$ cat src/rtl/parser_pkg.sv
// parser_pkg: shared types and constants for the rule configuration scheduler.
// Holds the scheduler state encoding, the rule-bus segment codes carried in
// addr[10:8], the timeout read-back pattern and a small segment range helper.
package parser_pkg;

  typedef enum logic [1:0] {
    IDLE    = 2'd0,
    ISSUE   = 2'd1,
    WAIT_RD = 2'd2,
    RESP    = 2'd3
  } sched_state_e;

  // Segment codes found in addr[10:8] of a rule-bus address.
  localparam logic [2:0] SEG_RULES       = 3'd0;
  localparam logic [2:0] SEG_TYPE        = 3'd1;
  localparam logic [2:0] SEG_TYPE_OFFSET = 3'd2;
  localparam logic [2:0] SEG_KEY_OFFSET  = 3'd3;
  localparam logic [2:0] SEG_HEAD_SHIFT  = 3'd4;
  localparam logic [2:0] SEG_META_SHIFT  = 3'd5;

  // Read data returned when a read-back never arrives.
  localparam logic [31:0] DEAD_BEEF = 32'hDEAD_BEEF;

  // Width of the read-back timeout counter (covers RD_TIMEOUT up to 1023).
  localparam int unsigned RD_CNT_W = 10;

  // True when a segment code lies above the highest legal segment.
  function automatic logic seg_out_of_range(input logic [2:0]  seg,
                                            input int unsigned last_seg);
    return {29'd0, seg} > last_seg;
  endfunction

endpackage

$ cat src/rtl/rr_arb2.sv
// rr_arb2: two-way round-robin grant with a registered last-served pointer.
// A lone requester is granted at once; on a tie the port served most recently
// yields. The pointer only moves when the owner accepts a grant (i_take).
module rr_arb2 (
  input  logic       i_clk,
  input  logic       i_rst,
  input  logic [1:0] i_req,
  input  logic       i_take,
  output logic [1:0] o_gnt
);

  logic last_q;  // 1 = port 1 was served last

  // Grant selection: pass a lone request straight through, split ties by pointer.
  always_comb begin
    // NOTE: every output of a combinational block gets a default first so no path leaves it unassigned and infers a latch.
    o_gnt = i_req;
    if (i_req == 2'b11) begin
      o_gnt = last_q ? 2'b01 : 2'b10;
    end
  end

  // Pointer update; reset behaves as if port 1 went last so port 0 wins the first tie.
  always_ff @(posedge i_clk or posedge i_rst) begin
    // NOTE: sequential state uses non-blocking assignments so every flop samples pre-edge values regardless of statement order.
    if (i_rst) begin
      last_q <= 1'b1;
    end else if (i_take) begin
      last_q <= o_gnt[1];
    end
  end

endmodule

$ cat src/rtl/rule_cfg_scheduler.sv
// rule_cfg_scheduler: arbitrates two requesters (0 = host CPU, 1 = boot loader)
// onto the single parser/deparser rule bus, one transaction at a time.
// Flow: IDLE (grant/accept) -> ISSUE (one-cycle wren/rden) -> WAIT_RD (reads)
// -> RESP (hold response until the requester takes it) -> IDLE.
// Addresses whose addr[10:8] segment exceeds LAST_SEG bypass the bus and
// answer with err=1.
// Optional feature: define RULE_CFG_TIMEOUT_EN to abort a read-back after
// RD_TIMEOUT cycles with err=1 and rdata=DEAD_BEEF; otherwise WAIT_RD waits
// indefinitely and no counter exists.
module rule_cfg_scheduler
  import parser_pkg::*;
#(
  parameter int unsigned RD_TIMEOUT = 64,
  parameter int unsigned LAST_SEG   = {29'd0, SEG_META_SHIFT}
) (
  input  logic        i_clk,
  input  logic        i_rst,
  // requester side
  input  logic [1:0]  i_req_valid,
  output logic [1:0]  o_req_ready,
  input  logic [1:0]  i_req_wr,
  input  logic [31:0] i_req_addr  [2],
  input  logic [31:0] i_req_wdata [2],
  // response side
  output logic [1:0]  o_rsp_valid,
  input  logic [1:0]  i_rsp_ready,
  output logic [31:0] o_rsp_rdata [2],
  output logic [1:0]  o_rsp_err,
  // rule bus
  output logic        o_rule_wren,
  output logic        o_rule_rden,
  output logic [31:0] o_rule_addr,
  output logic [31:0] o_rule_wdata,
  input  logic        i_rule_rdata_valid,
  input  logic [31:0] i_rule_rdata
);

  // Elaboration-time parameter sanity.
  if (RD_TIMEOUT < 2 || RD_TIMEOUT > 1023) begin : g_bad_rd_timeout
    $error("rule_cfg_scheduler: RD_TIMEOUT must be within 2..1023");
  end
  if (LAST_SEG > 7) begin : g_bad_last_seg
    $error("rule_cfg_scheduler: LAST_SEG must be within 0..7");
  end

  sched_state_e state_q, state_d;

  logic [1:0]  gnt;
  logic        accept;
  logic        sel_port;
  logic [31:0] sel_addr;
  logic        sel_bad_seg;
  logic        rd_timeout;

  // Latched transaction and response registers.
  logic [31:0] addr_q;
  logic [31:0] wdata_q;
  logic        wr_q;
  logic        port_q;
  logic [31:0] rsp_rdata_q;
  logic        rsp_err_q;

  rr_arb2 u_arb (
    .i_clk  (i_clk),
    .i_rst  (i_rst),
    .i_req  (i_req_valid),
    .i_take (accept),
    .o_gnt  (gnt)
  );

  // The granted port is always a valid one, so its index is simply gnt[1].
  assign sel_port    = gnt[1];
  assign sel_addr    = i_req_addr[sel_port];
  assign sel_bad_seg = seg_out_of_range(sel_addr[10:8], LAST_SEG);

`ifdef RULE_CFG_TIMEOUT_EN
  logic [RD_CNT_W-1:0] rd_cnt_q;

  // The rden cycle counts as 1, so expiry lands RD_TIMEOUT cycles after rden.
  assign rd_timeout = (state_q == WAIT_RD) &&
                      (rd_cnt_q == RD_CNT_W'(RD_TIMEOUT - 1));

  // Read-back timeout counter: loaded on ISSUE, advanced while waiting.
  always_ff @(posedge i_clk or posedge i_rst) begin
    if (i_rst) begin
      rd_cnt_q <= '0;
    end else if (state_q == ISSUE) begin
      rd_cnt_q <= RD_CNT_W'(1);
    end else if (state_q == WAIT_RD) begin
      rd_cnt_q <= rd_cnt_q + RD_CNT_W'(1);
    end
  end
`else
  assign rd_timeout = 1'b0;
`endif

  // State register.
  always_ff @(posedge i_clk or posedge i_rst) begin
    if (i_rst) begin
      state_q <= IDLE;
    end else begin
      state_q <= state_d;
    end
  end

  // Next-state and all handshake/bus/response outputs; every output idles at 0.
  always_comb begin
    state_d        = state_q;
    accept         = 1'b0;
    o_req_ready    = 2'b00;
    o_rule_wren    = 1'b0;
    o_rule_rden    = 1'b0;
    o_rule_addr    = '0;
    o_rule_wdata   = '0;
    o_rsp_valid    = 2'b00;
    o_rsp_err      = 2'b00;
    o_rsp_rdata[0] = '0;
    o_rsp_rdata[1] = '0;
    unique case (state_q)
      IDLE: begin
        o_req_ready = gnt;
        accept      = |gnt;
        if (accept) begin
          state_d = sel_bad_seg ? RESP : ISSUE;
        end
      end
      ISSUE: begin
        o_rule_wren  = wr_q;
        o_rule_rden  = ~wr_q;
        o_rule_addr  = addr_q;
        o_rule_wdata = wdata_q;
        state_d      = wr_q ? RESP : WAIT_RD;
      end
      WAIT_RD: begin
        if (i_rule_rdata_valid || rd_timeout) begin
          state_d = RESP;
        end
      end
      RESP: begin
        o_rsp_valid[port_q] = 1'b1;
        o_rsp_err[port_q]   = rsp_err_q;
        o_rsp_rdata[port_q] = rsp_rdata_q;
        if (i_rsp_ready[port_q]) begin
          state_d = IDLE;
        end
      end
      default: state_d = IDLE;
    endcase
  end

  // Transaction capture on accept, read-back / timeout capture in WAIT_RD.
  always_ff @(posedge i_clk or posedge i_rst) begin
    // NOTE: these datapath registers are reset too because reset must leave every bus and response output at 0.
    if (i_rst) begin
      addr_q      <= '0;
      wdata_q     <= '0;
      wr_q        <= 1'b0;
      port_q      <= 1'b0;
      rsp_rdata_q <= '0;
      rsp_err_q   <= 1'b0;
    end else if (accept) begin
      addr_q      <= sel_addr;
      wdata_q     <= i_req_wdata[sel_port];
      wr_q        <= i_req_wr[sel_port];
      port_q      <= sel_port;
      rsp_rdata_q <= '0;
      rsp_err_q   <= sel_bad_seg;
    end else if (state_q == WAIT_RD) begin
      if (i_rule_rdata_valid) begin
        rsp_rdata_q <= i_rule_rdata;
        rsp_err_q   <= 1'b0;
      end else if (rd_timeout) begin
        rsp_rdata_q <= DEAD_BEEF;
        rsp_err_q   <= 1'b1;
      end
    end
  end

endmodule

$ cat config.mk
export PLATFORM = sky130hd
export DESIGN_NAME = rule_cfg_scheduler
export DESIGN_NICKNAME = d
export VERILOG_FILES = /design/src/rtl/parser_pkg.sv /design/src/rtl/rr_arb2.sv /design/src/rtl/rule_cfg_scheduler.sv
export SDC_FILE = /design/constraint.sdc
export NUM_CORES = 1
export LEC_CHECK = 0
export ABC_AREA = 1
export ABC_CLOCK_PERIOD_IN_PS = 4000
export BUFFER_PORTS_ARGS = -buffer_cell sky130_fd_sc_hd__buf_2
export CORE_AREA = 2 2 118 120
export CTS_CLUSTER_DIAMETER = 40
export DETAILED_ROUTE_END_ITERATION = 8
export DIE_AREA = 0 0 120 122
export GPL_TIMING_DRIVEN = 0
export PLACE_DENSITY = 0.79
export SETUP_SLACK_MARGIN = 0.02
export SYNTH_ARGS = -nofsm -noshare
export SYNTH_HDL_FRONTEND = slang
export SYNTH_SLANG_ARGS = --single-unit
$ cat constraint.sdc
create_clock -name i_clk -period 4 [get_ports i_clk]
set_clock_uncertainty 0.05 [all_clocks]
set_input_delay 0.8 -clock i_clk [delete_from_list [all_inputs] [get_ports i_clk]]
set_output_delay 0.8 -clock i_clk [all_outputs]
set_load 0.05 [all_outputs]
---- Word-level counts from Yosys, hierarchy flattened ----
Index checks and enable logic that the tools add are counted.
storage, ports and cells
  input bits .............................. 169
  output and inout bits ................... 136
  flip-flop bits (word level) ............. 102
  logic and storage cells ................. 72
operators by class
  bitwise operators ....................... 5
  equal/unequal tests ..................... 7
  order comparisons ....................... 7
  reductions and logical operators ........ 8
  muxes and demuxes ....................... 37
operators with widths
  operator                                                               count
  32-bit 2-to-1 mux                                                      12
  64-bit AND                                                             1
  64-bit 2-to-1 mux                                                      1
  32-bit demux with 1-bit select                                         1
  2-bit 2-to-1 mux                                                       9
  1-bit 2-to-1 mux                                                       12
  2-bit case mux with 4 select lines                                     1
  2-bit == test (second input constant)                                  3
  2-bit inequality test (second input constant)                          3
  2-bit greater-or-equal comparator (second input constant)              2
  1-bit by 2-bit < comparator with 1-bit output (second input constant)  2
  1-bit inverter with 2-bit output                                       2
  2-bit nonzero test                                                     2
  3-bit greater-than comparator (second input constant)                  1
  3-bit AND reduction                                                    1
  2-bit AND                                                              1
  2-bit by 1-bit == test with 1-bit output (second input constant)       1
  1-bit logical AND                                                      2
  2-bit zero test                                                        1
  2-bit by 1-bit < comparator with 1-bit output (second input constant)  1
  2-bit AND reduction                                                    1
  2-bit OR reduction                                                     1
  1-bit demux with 1-bit select                                          1
  1-bit greater-or-equal comparator (second input constant)              1
  1-bit inverter                                                         1

---- Longest topological paths before layout ----
Gate-level depths: netlist of the first run.
  depth after elaboration ................. 10
  mapped depth ............................ 9
  mapped depth without buffers ............ 8

---- Cells and area by module ----
A second synthesis of the first run with hierarchy kept.
unflattened totals
  cell total of the unflattened synthesis .. 770
  area, all modules ....................... 5435.2 um2
by module, submodules not included
  module              instances  seq. area each (um2)  cells each  area an instance (um2)
  rule_cfg_scheduler  1          2527.4                760         5367.6
  rr_arb2             1          26.3                  10          67.6

---- Least setup slack after synthesis of the first run ----
No wires, ideal clock.
  path kind ............................... input -> output
  start ................................... in i_req_valid[1]
  end ..................................... out o_req_ready[0]
  arrival ................................. 2372 ps
  buffers on the path ..................... 2
  required time ........................... 3150 ps
  path slack .............................. 778 ps
  stages .................................. 3
  path through ............................ buf_4 -> clkbuf_1 -> a211oi_1
between the ends
  cells in the longest elaborated chain, start to end .. 3
RTL lines
  what              RTL line                   RTL
  start, declared   rule_cfg_scheduler.sv:19   input logic [1:0] i_req_valid,
  2-bit == test     rr_arb2.sv:18              if (i_req == 2'b11) begin
  2-bit 2-to-1 mux  rr_arb2.sv:18
  2-bit 2-to-1 mux  rule_cfg_scheduler.sv:119  unique case (state_q)
  end, declared     rule_cfg_scheduler.sv:20   output logic [1:0] o_req_ready,
No other way between the ends.

---- Final worst setup path of the first run ----
  start ................................... reg state_q[1]
  end ..................................... out o_rule_addr[16]
between the ends
  cells in the longest elaborated chain, start to end .. 2
RTL lines
  what                                      RTL line                   RTL
  start, declared                           rule_cfg_scheduler.sv:46   sched_state_e state_q, state_d;
  start signal, assigned                    rule_cfg_scheduler.sv:102  state_q <= state_d;
  2-bit by 1-bit == test with 1-bit output  rule_cfg_scheduler.sv:119
  32-bit 2-to-1 mux                         rule_cfg_scheduler.sv:119
  end, declared                             rule_cfg_scheduler.sv:32   output logic [31:0] o_rule_addr,
No other way between the ends.

==> results of run 1 <==
critical path, delay by kind of cell, from the launching register on:
| kind | cells | cell delay (ns) |
|---|---|---|
| and+or+nand+nor | 1 | 0.13 |
| buffers and inverters | 5 | 1.53 |
| DFF | 1 | 0.43 |
| adders and majority gates | 1 | 0.23 |
metal layers:
metal  vias to the layer above  GRT usage (%)  share of wire (%)
met5                         -              0                  0
met4                         0          9.559                2.5
met3                        38          4.822                7.7
met2                       290          41.55                 48
met1                      3080          34.49                 42
li1                       3120              -                  -
cells by family (layout without fill, tap and decap cells):
| kind of cell | Yosys count | count (layout) | synth area share (%) |
|---|---|---|---|
| adder cells (fa/ha/maj) | 4 | 4 | 0.8951 |
| flip-flops | 102 | 102 | 45.67 |
| buffers and inverters | 202 | 522 | 14.52 |
| AO/OA/AOI/OAI | 137 | 137 | 13.83 |
| AND/OR/NAND/NOR | 351 | 351 | 25.08 |
final timing paths:
path	end	slack [ns]	cells past startpoint
max reg2reg	rsp_rdata_q[17]	2.03	7
min in group i_clk	u_arb.last_q	0.48	2
max	o_rule_addr[16]	0.47	7
min reg2reg	u_arb.last_q	0.48	2
min	wdata_q[11]	0.47	2
max in group asynchronous	u_arb.last_q	2.65	3
area by class of cell:
class,count,area [um2]
repair buffers,305,1549
clock buffers,9,225.2
flip-flops and latches,102,2554
plain buffers,59,275.3
fillers,1300,5777
clock inverters,6,133.9
well taps,180,225.2
multi-input cells,492,2226
inverters,143,539.3
synthesized netlist by cell type (all sizes together):
library cell	instances	area (um2)
nand2	147	551.8
buf	32	173.9
clkbuf	27	101.4
a31oi	65	406.6
a211oi	1	7.510
a21oi	35	178.9
inv	143	536.8
nor2	136	510.5
ha	4	50.05
o21ai	36	180.2
nand3	68	340.3
dfstp	1	26.28
dfrtp	101	2527
metrics by stage:
stage	setup WS, ns	util [%]	cells	hold slack (ns)	TNS, ns
after global placement	-0.8642	54.34	1280	0.4483	-86.36
after CTS	0.4073	57.22	1296	0.4742	0
after detailed placement	0.7884	54.56	1281	0.4734	0
after floorplan	0.4762	-	796	0.4324	0
after global routing	0.2854	57.22	1296	0.5035	0
final	0.4735	57.22	1296	0.4736	0
flip-flops by register name (all words and copies together) (netlist names):
register      flops
rsp_err_q         1
u_arb.last_q      1
wdata_q          32
wr_q              1
state_q           2
rsp_rdata_q      32
port_q            1
addr_q           32
layout by cell type, fill, tap and decap left out:
cell       synthesis  final
buf_16             0      1
inv_4              0      1
a31oi_1           65     65
nand2_1          147    147
bufinv_16          0      4
inv_6              0      1
a21oi_1           34     34
inv_2              2      2
a21oi_2            1      1
clkbuf_16          0      9
buf_1              3      3
o21ai_1            1      1
dfstp_2            1      1
clkbuf_1          27     27
ha_1               4      4
nand3_1           68     68
clkinv_2           0      1
buf_2             22    326
o21ai_0           35     35
buf_4              7      7
inv_1            141    140
dfrtp_1          101    101
a211oi_1           1      1
nor2_1           136    136
power by group through the flow:
stage | Clock [W] | Combinational (W) | Sequential [W]
floorplan | 0 | 0.00295 | 0.00171
global placement | 0 | 0.00384 | 0.00174
detailed placement | 0 | 0.00389 | 0.00177
CTS | 0.00108 | 0.00390 | 0.00175
global route | 0.00112 | 0.00425 | 0.00181
finish | 0.00106 | 0.00389 | 0.00175
==> impl_metrics.csv, run 1 <==
group,metric,value,unit
route,vias,6528,
floorplan,ios,305,
clocking,path_clk_slew,0.07,ns
critical_path,cp-start-kind,"register",
route,avgRoutedWirePerCell,15.08,um
floorplan,start_util,41.41,%
pwr,ir_drop,346.7,uV
pwr,p_sw,0.003516,W
placement,io_buffer_count,304,
layout,area_growth,38.20,%
pwr,total_power,0.006708,W
layout,nNetsFinal,1285,
synthesis,ys_warn_count,0,
job,cap_violations,0,
critical_path,critPathSlowestCell,"clkbuf_1",
grt,antenna_found_initial,0,
clocking,numCtsBuffers,9,
clocking,postCtsSetupRepairBufs,0,
clocking,insertion_delay,0.34,ns
sta,fmax,283.6,MHz
placement,place_congestion,0.8869,
sta,setup_viol,0,
clocking,cts_buffer_depth,2,
sta,finalCriticalPeriod,3.527,ns
pwr,power_density,868.0,nW/um2
synthesis,synth.ff_latch_count,102,
critical_path,worstPathCellList,"inv_1 -> ha_1 -> clkbuf_1 -> clkbuf_1 -> nand2_1 -> inv_1 -> buf_2",
grt,grt_pass1_wl,29.74,mm
min_path,min_path_type,"primary input to async pin",
critical_path,worstSetupStartpoint,"state_q[1]",
layout,fin_area,7727,um2
route,viasPerCell,5.037,
sta,rsz0062_at_grt,"false",
floorplan,core_area,13500,um2
critical_path,r2r_start,"state_q[0]",
sta,finalHoldViolCount,0,
pwr,seq_power_share,26.1,%
critical_path,critPathArrivalTime,2.68,ns
grt,grt_pass1_vias,5879,
route,drc,0,
sta,finalMaxSlewViolations,0,
synthesis,synthCells,796,
critical_path,required,3.15,ns
clocking,ctsHoldBuffers,0,
sta,slew_headroom,55.70,%
placement,placed_area,7368,um2
synthesis,syn_nets,969,
route,drt_first_pass_iters,7,
floorplan,placementRows,43,
critical_path,critPathKind,"register to primary output",
floorplan,fp.dieH,122,um
grt,grt_max_degree,58,
synthesis,ys_seq_area_share,45.67,%
synthesis,syn_area,5592,um2
layout,diodes,0,
grt,overflow,0,
layout,drive_gt1_share,31.72,%
route,drtIter0Drc,546,
clocking,cts_resized,0,
critical_path,crit_path_end_kind,"primary output",
synthesis,yosysUniqueCellTypes,18,
clocking,cts_root_buffer,"clkbuf_16",
pwr,internal_power,0.003191,W
critical_path,cp_max_fo,10,
pwr,p_clk_share,15.9,%
sta,tightest_slew,0.6645,ns
critical_path,cpPeakStageDelay,0.54,ns
status,status,"finished, final reports clean",
placement,hpwl,14.82,mm
floorplan,dieArea,14640,um2
sta,min_period_over_period,88.16,%
pwr,combPwrFrac,58.0,%
grt,grt_use_total,25.73,%
route,ant_nets,0,
pwr,switching_share,52.42,%
clocking,clock_sinks,102,
clocking,tritoncts,"built",
pwr,p_leak,4.750,nW
clocking,ctsHtreeMaxLevel,3,
floorplan,die_w,120,um
route,drt-total-wl,19.55,mm
synthesis,syn_area_per_cell,7.025,um2
Power figures use the tool's default switching activity.
==> run 2, diff against run 1 <==
--- a/config.mk
+++ b/config.mk
@@ -12,7 +12,6 @@
 export CTS_CLUSTER_DIAMETER = 40
 export DETAILED_ROUTE_END_ITERATION = 8
 export DIE_AREA = 0 0 120 122
-export GPL_TIMING_DRIVEN = 0
 export PLACE_DENSITY = 0.79
 export SETUP_SLACK_MARGIN = 0.02
 export SYNTH_ARGS = -nofsm -noshare
==> run 2 against run 1 <==
Sequential share of layout area rose by 1.3 points. Worst setup slack improved by 0.38 ns. Worst hold slack better by 0.022 ns. Count of clock-buffer cells in the layout increased by 5. Highest routed layer unchanged. Core utilization fell by 2.1 points. Sequential power barely moved.
==> impl_metrics.csv, run 2 (synthesis gave the netlist of run 1 again) <==
group,metric,value,unit
layout,drive_gt1_share,31.21,%
sta,min_period_over_period,78.71,%
clocking,cts_resized,0,
clocking,cts_root_buffer,"clkbuf_16",
route,drt_first_pass_iters,5,
layout,fin_area,7437,um2
placement,io_buffer_count,304,
floorplan,ios,305,
floorplan,dieArea,14640,um2
route,drc,0,
layout,fin_util,55.07,%
route,viasPerCell,4.825,
clocking,cts_buffer_depth,2,
layout,nFillCells,1372,
pwr,power_density,846.0,nW/um2
grt,overflow,0,
clocking,numCtsBuffers,9,
clocking,postCtsSetupRepairBufs,0,
critical_path,critPathKind,"register to primary output",
critical_path,crit_path_end_kind,"primary output",
sta,finalHoldViolCount,0,
clocking,insertion_delay,0.34,ns
floorplan,die_w,120,um
floorplan,start_util,41.41,%
layout,top_regs,"addr_q x32, rsp_rdata_q x32, wdata_q x32",
clocking,clock_sinks,102,
route,drt-total-wl,16.90,mm
pwr,ir_drop,460.5,uV
pwr,p_leak,4.582,nW
critical_path,cp_max_fo,39,
floorplan,core_area,13500,um2
status,status,"finished, final reports clean",
sta,setup_tns,0,ns
grt,grt_pass1_wl,25.66,mm
route,drtIter0Drc,510,
clocking,ctsHoldBuffers,0,
placement,placed_area,7156,um2
grt,antenna_found_initial,0,
layout,layout_common_cells,"304 x buf_2, 145 x nand2_1, 140 x inv_1",
route,vias,6021,
sta,finalCriticalPeriod,3.148,ns
sta,tightest_slew,1.119,ns
critical_path,cp-start-kind,"register",
grt,grt_max_degree,88,
route,avgRoutedWirePerCell,13.54,um
layout,area_growth,33.01,%
placement,hpwl,12.04,mm
clocking,tritoncts,"built",
sta,slew_headroom,25.23,%
sta,fmax,317.6,MHz
sta,finalMaxSlewViolations,0,
sta,setup_viol,0,
grt,grt_use_total,21.93,%
layout,layout_commonest_cell,"buf_2",
clocking,ctsHtreeMaxLevel,3,
sta,rsz0062_at_grt,"false",
placement,place_congestion,0.8442,
critical_path,critPathArrivalTime,2.30,ns
floorplan,fp.dieH,122,um
critical_path,required,3.15,ns
job,cap_violations,0,
layout,nNetsFinal,1235,
grt,grt_pass1_vias,5095,
floorplan,placementRows,43,
min_path,min_path_type,"register to register",
route,ant_nets,0,
critical_path,r2r_slack,1.82,ns
clocking,path_clk_slew,0.07,ns
run 2: cell types whose count changed in the layout (fill, tap and decap cells not counted), moves of 2 or more:
| cell | before | now |
|---|---|---|
| buf_2 | 326 | 304 |
| clkbuf_1 | 27 | 5 |
| buf_1 | 3 | 0 |
| buf_4 | 7 | 10 |
| bufinv_16 | 4 | 1 |
| nand2_1 | 147 | 145 |
| nand2_2 | 0 | 2 |
run 2: through the flow:
step	hold slack, ns	cells	setup slack [ns]	total power, W
global placement	0.4524	1231	1.244	0.005395
floorplan	0.4324	796	0.4762	0.004657
finish	0.4958	1248	0.8517	0.006292
CTS	0.4885	1247	0.7972	0.006332
detailed placement	0.4773	1231	1.173	0.005475
global route	0.5154	1247	0.6917	0.006763
run 2: metal layers:
| layer | vias to the layer above | global-route usage (%) | routed length, um |
|---|---|---|---|
| met5 | - | 0 | 0 |
| met4 | 0 | 7.941 | 337 |
| met3 | 26 | 5.197 | 1183 |
| met2 | 223 | 35.37 | 8282 |
| met1 | 2766 | 28.87 | 7099 |
| li1 | 3006 | - | - |
run 2: final cells by class:
class / instances / area (um2) / share of cell area, %
multi-input combinational: 492 / 2241 / 30.13
timing repair buffer: 314 / 1597 / 21.47
clock inverter: 2 / 35.03 / 0.4711
tap: 180 / 225.2 / 3.028
antenna: 1 / 2.502 / 0.03365
inverter: 143 / 539.3 / 7.251
clock buffer: 14 / 244.0 / 3.281
sequential: 102 / 2554 / 34.34
run 2: critical path, cell delays in order (launching register included):
cell and delay [ns]:
dfrtp_1 0.42, inv_1 0.10, ha_2 0.68, buf_4 0.35
nand2_1 0.07, inv_1 0.04, buf_2 0.27
run 2: power breakdown:
group	switching, W	leakage, nW	total [W]	internal, W
clock	0.000363	0.135	0.000849	0.000486
sequential	0.000225	1.20	0.00175	0.00153
combinational	0.00277	3.25	0.00369	0.000919
run 2: final timing paths:
path | start | to | depth (start not counted)
worst max-delay path | state_q[1] | o_rule_addr[21] | 6
worst min-delay path | u_arb.last_q | u_arb.last_q | 2
worst max register to register | state_q[0] | addr_q[29] | 6
worst min register to register | u_arb.last_q | u_arb.last_q | 2
max in group asynchronous | i_rst | u_arb.last_q | 3
min in group asynchronous | i_rst | wdata_q[19] | 2
==> run 3, diff against run 2 <==
--- a/config.mk
+++ b/config.mk
@@ -6,7 +6,7 @@
 export NUM_CORES = 1
 export LEC_CHECK = 0
 export ABC_AREA = 1
-export ABC_CLOCK_PERIOD_IN_PS = 4000
+export ABC_CLOCK_PERIOD_IN_PS = 3300
 export BUFFER_PORTS_ARGS = -buffer_cell sky130_fd_sc_hd__buf_2
 export CORE_AREA = 2 2 118 120
 export CTS_CLUSTER_DIAMETER = 40
==> constraint.sdc (replaced) <==
create_clock -name i_clk -period 3.3 [get_ports i_clk]
set_clock_uncertainty 0.05 [all_clocks]
set_input_delay 0.66 -clock i_clk [delete_from_list [all_inputs] [get_ports i_clk]]
set_output_delay 0.66 -clock i_clk [all_outputs]
set_load 0.05 [all_outputs]
==> run 3 against run 2 <==
Wire length hardly changed. Critical path type unchanged. Sequential share of layout area shrank 0.22 points. Largest cell class unchanged. Non-clock buffer count increased by 2. Die area stayed put.
==> impl_metrics.csv, run 3 (synthesis gave the netlist of run 1 again) <==
group,metric,value,unit
status,status,"finished, final reports clean",
sta,finalHoldViolCount,0,
pwr,p_clk_share,13.4,%
pwr,seq_power_share,27.9,%
clocking,insertion_delay,0.34,ns
layout,drive_gt1_share,31.71,%
sta,finalCriticalPeriod,2.567,ns
layout,top_regs,"addr_q x32, rsp_rdata_q x32, wdata_q x32",
pwr,ir_drop,470.3,uV
floorplan,dieArea,14640,um2
sta,min_period_over_period,77.78,%
sta,tightest_slew,0.7737,ns
sta,timing.hold.ws,0.3986,ns
route,avgRoutedWirePerCell,13.55,um
layout,diodes,0,
layout,nNetsFinal,1237,
sta,slew_headroom,48.31,%
layout,fin_util,55.42,%
min_path,min_path_type,"primary input to async pin",
critical_path,required,2.59,ns
clocking,cts_buffer_depth,2,
grt,grt_pass1_wl,26.10,mm
sta,fmax,389.6,MHz
clocking,cts_resized,0,
floorplan,core_area,13500,um2
floorplan,start_util,41.41,%
pwr,power_density,1020,nW/um2
floorplan,ios,305,
critical_path,critPathArrivalTime,1.86,ns
critical_path,reg2regPathDepth,8,
floorplan,placementRows,43,
route,drt_first_pass_iters,8,
grt,grt_pass1_vias,5442,
placement,place_congestion,0.8623,
clocking,path_clk_slew,0.07,ns
sta,rsz0062_at_grt,"false",
sta,setup_tns,0,ns
clocking,clock_sinks,102,
floorplan,die_w,120,um
placement,hpwl,12.04,mm
critical_path,critPathKind,"register to primary output",
grt,overflow,0,
route,drtIter0Drc,551,
clocking,cts_root_buffer,"clkbuf_16",
placement,io_buffer_count,304,
floorplan,fp.dieH,122,um
pwr,switching_share,53.52,%
clocking,ctsHoldBuffers,0,
grt,grt_max_degree,95,
critical_path,r2r-end,"rsp_rdata_q[22]",
layout,layout_common_cells,"304 x buf_2, 145 x nand2_1, 140 x inv_1",
sta,setup_viol,0,
critical_path,r2r_slack,1.14,ns
route,viasPerCell,4.879,
route,drt-total-wl,16.92,mm
critical_path,cp_max_fo,32,
clocking,postCtsSetupRepairBufs,0,
sta,finalMaxSlewViolations,0,
layout,layout_commonest_cell,"buf_2",
clocking,numCtsBuffers,9,
grt,antenna_found_initial,0,
critical_path,r2r_start,"state_q[0]",
clocking,tritoncts,"built",
clocking,ctsHtreeMaxLevel,3,
job,cap_violations,0,
pwr,p_sw,0.004087,W
critical_path,crit_path_end_kind,"primary output",
route,vias,6094,
route,ant_nets,0,
layout,area_growth,33.86,%
pwr,p_leak,4.601,nW
pwr,internal_power,0.003550,W
grt,grt_use_total,22.31,%
pwr,combPwrFrac,58.7,%
critical_path,cp-start-kind,"register",
route,drc,0,
-- run 3: cell types whose count changed in the layout (fill, tap and decap cells not counted), sizes merged --
cell      before  now
clkinvlp       0    2
bufinv         1    0
buf          314  316
diode          1    0
clkinv         1    2
clkbuf        14   13
inv          143  142
-- run 3: worst max path at each step --
stage / from / end / depth (start not counted)
2_1_floorplan: i_req_valid[1] / o_req_ready[0] / 3
4_1_cts: state_q[1] / o_rule_addr[9] / 6
3_5_place_dp: i_req_valid[1] / rsp_rdata_q[6] / 7
6_report: state_q[1] / o_rule_addr[9] / 6
3_3_place_gp: i_req_valid[1] / rsp_rdata_q[30] / 7
5_1_grt: state_q[1] / o_rule_addr[9] / 6
-- run 3: power groups by stage --
stage	combinational, W	clock (W)	sequential [W]
2_1_floorplan	0.00357	0	0.00207
3_3_place_gp	0.00442	0	0.00213
3_5_place_dp	0.00450	0	0.00216
4_1_cts	0.00451	0.00106	0.00213
5_1_grt	0.00490	0.00111	0.00220
6_report	0.00448	0.00102	0.00213
-- run 3: final cells by class --
type	instances	area (um2)
Tap cell	180	225.2
Timing Repair Buffer	316	1637
Fill cell	1327	6020
Multi-Input combinational cell	492	2241
Clock buffer	13	270.3
Clock inverter	3	17.52
Inverter	143	540.5
Sequential cell	102	2554
-- run 3: worst max-delay path, stage by stage (launching register included) --
cell and delay (ns):
dfrtp_1 0.43, inv_1 0.10, ha_2 0.18, buf_4 0.33, nand2_1 0.11, inv_1 0.11
buf_2 0.27
-- run 3: through the flow --
stage               power [W]  setup slack, ns  cell area, um2  instances
floorplan            0.005646           0.3581            5595        796
global placement     0.006553           0.9523            7197       1233
detailed placement   0.006651           0.8801            7197       1233
CTS                  0.007695           0.6791            7485       1249
global route         0.008205           0.5634            7485       1249
finish               0.007637           0.7332            7485       1249
-- run 3: per-layer routing --
metal / GRT usage [%] / routed length (um) / part of all wire (%)
met2: 37.50 / 8456 / 50
met1: 28.86 / 7062 / 42
met4: 9.412 / 432 / 2.6
met3: 3.230 / 967 / 5.7
met5: 0 / 0 / 0
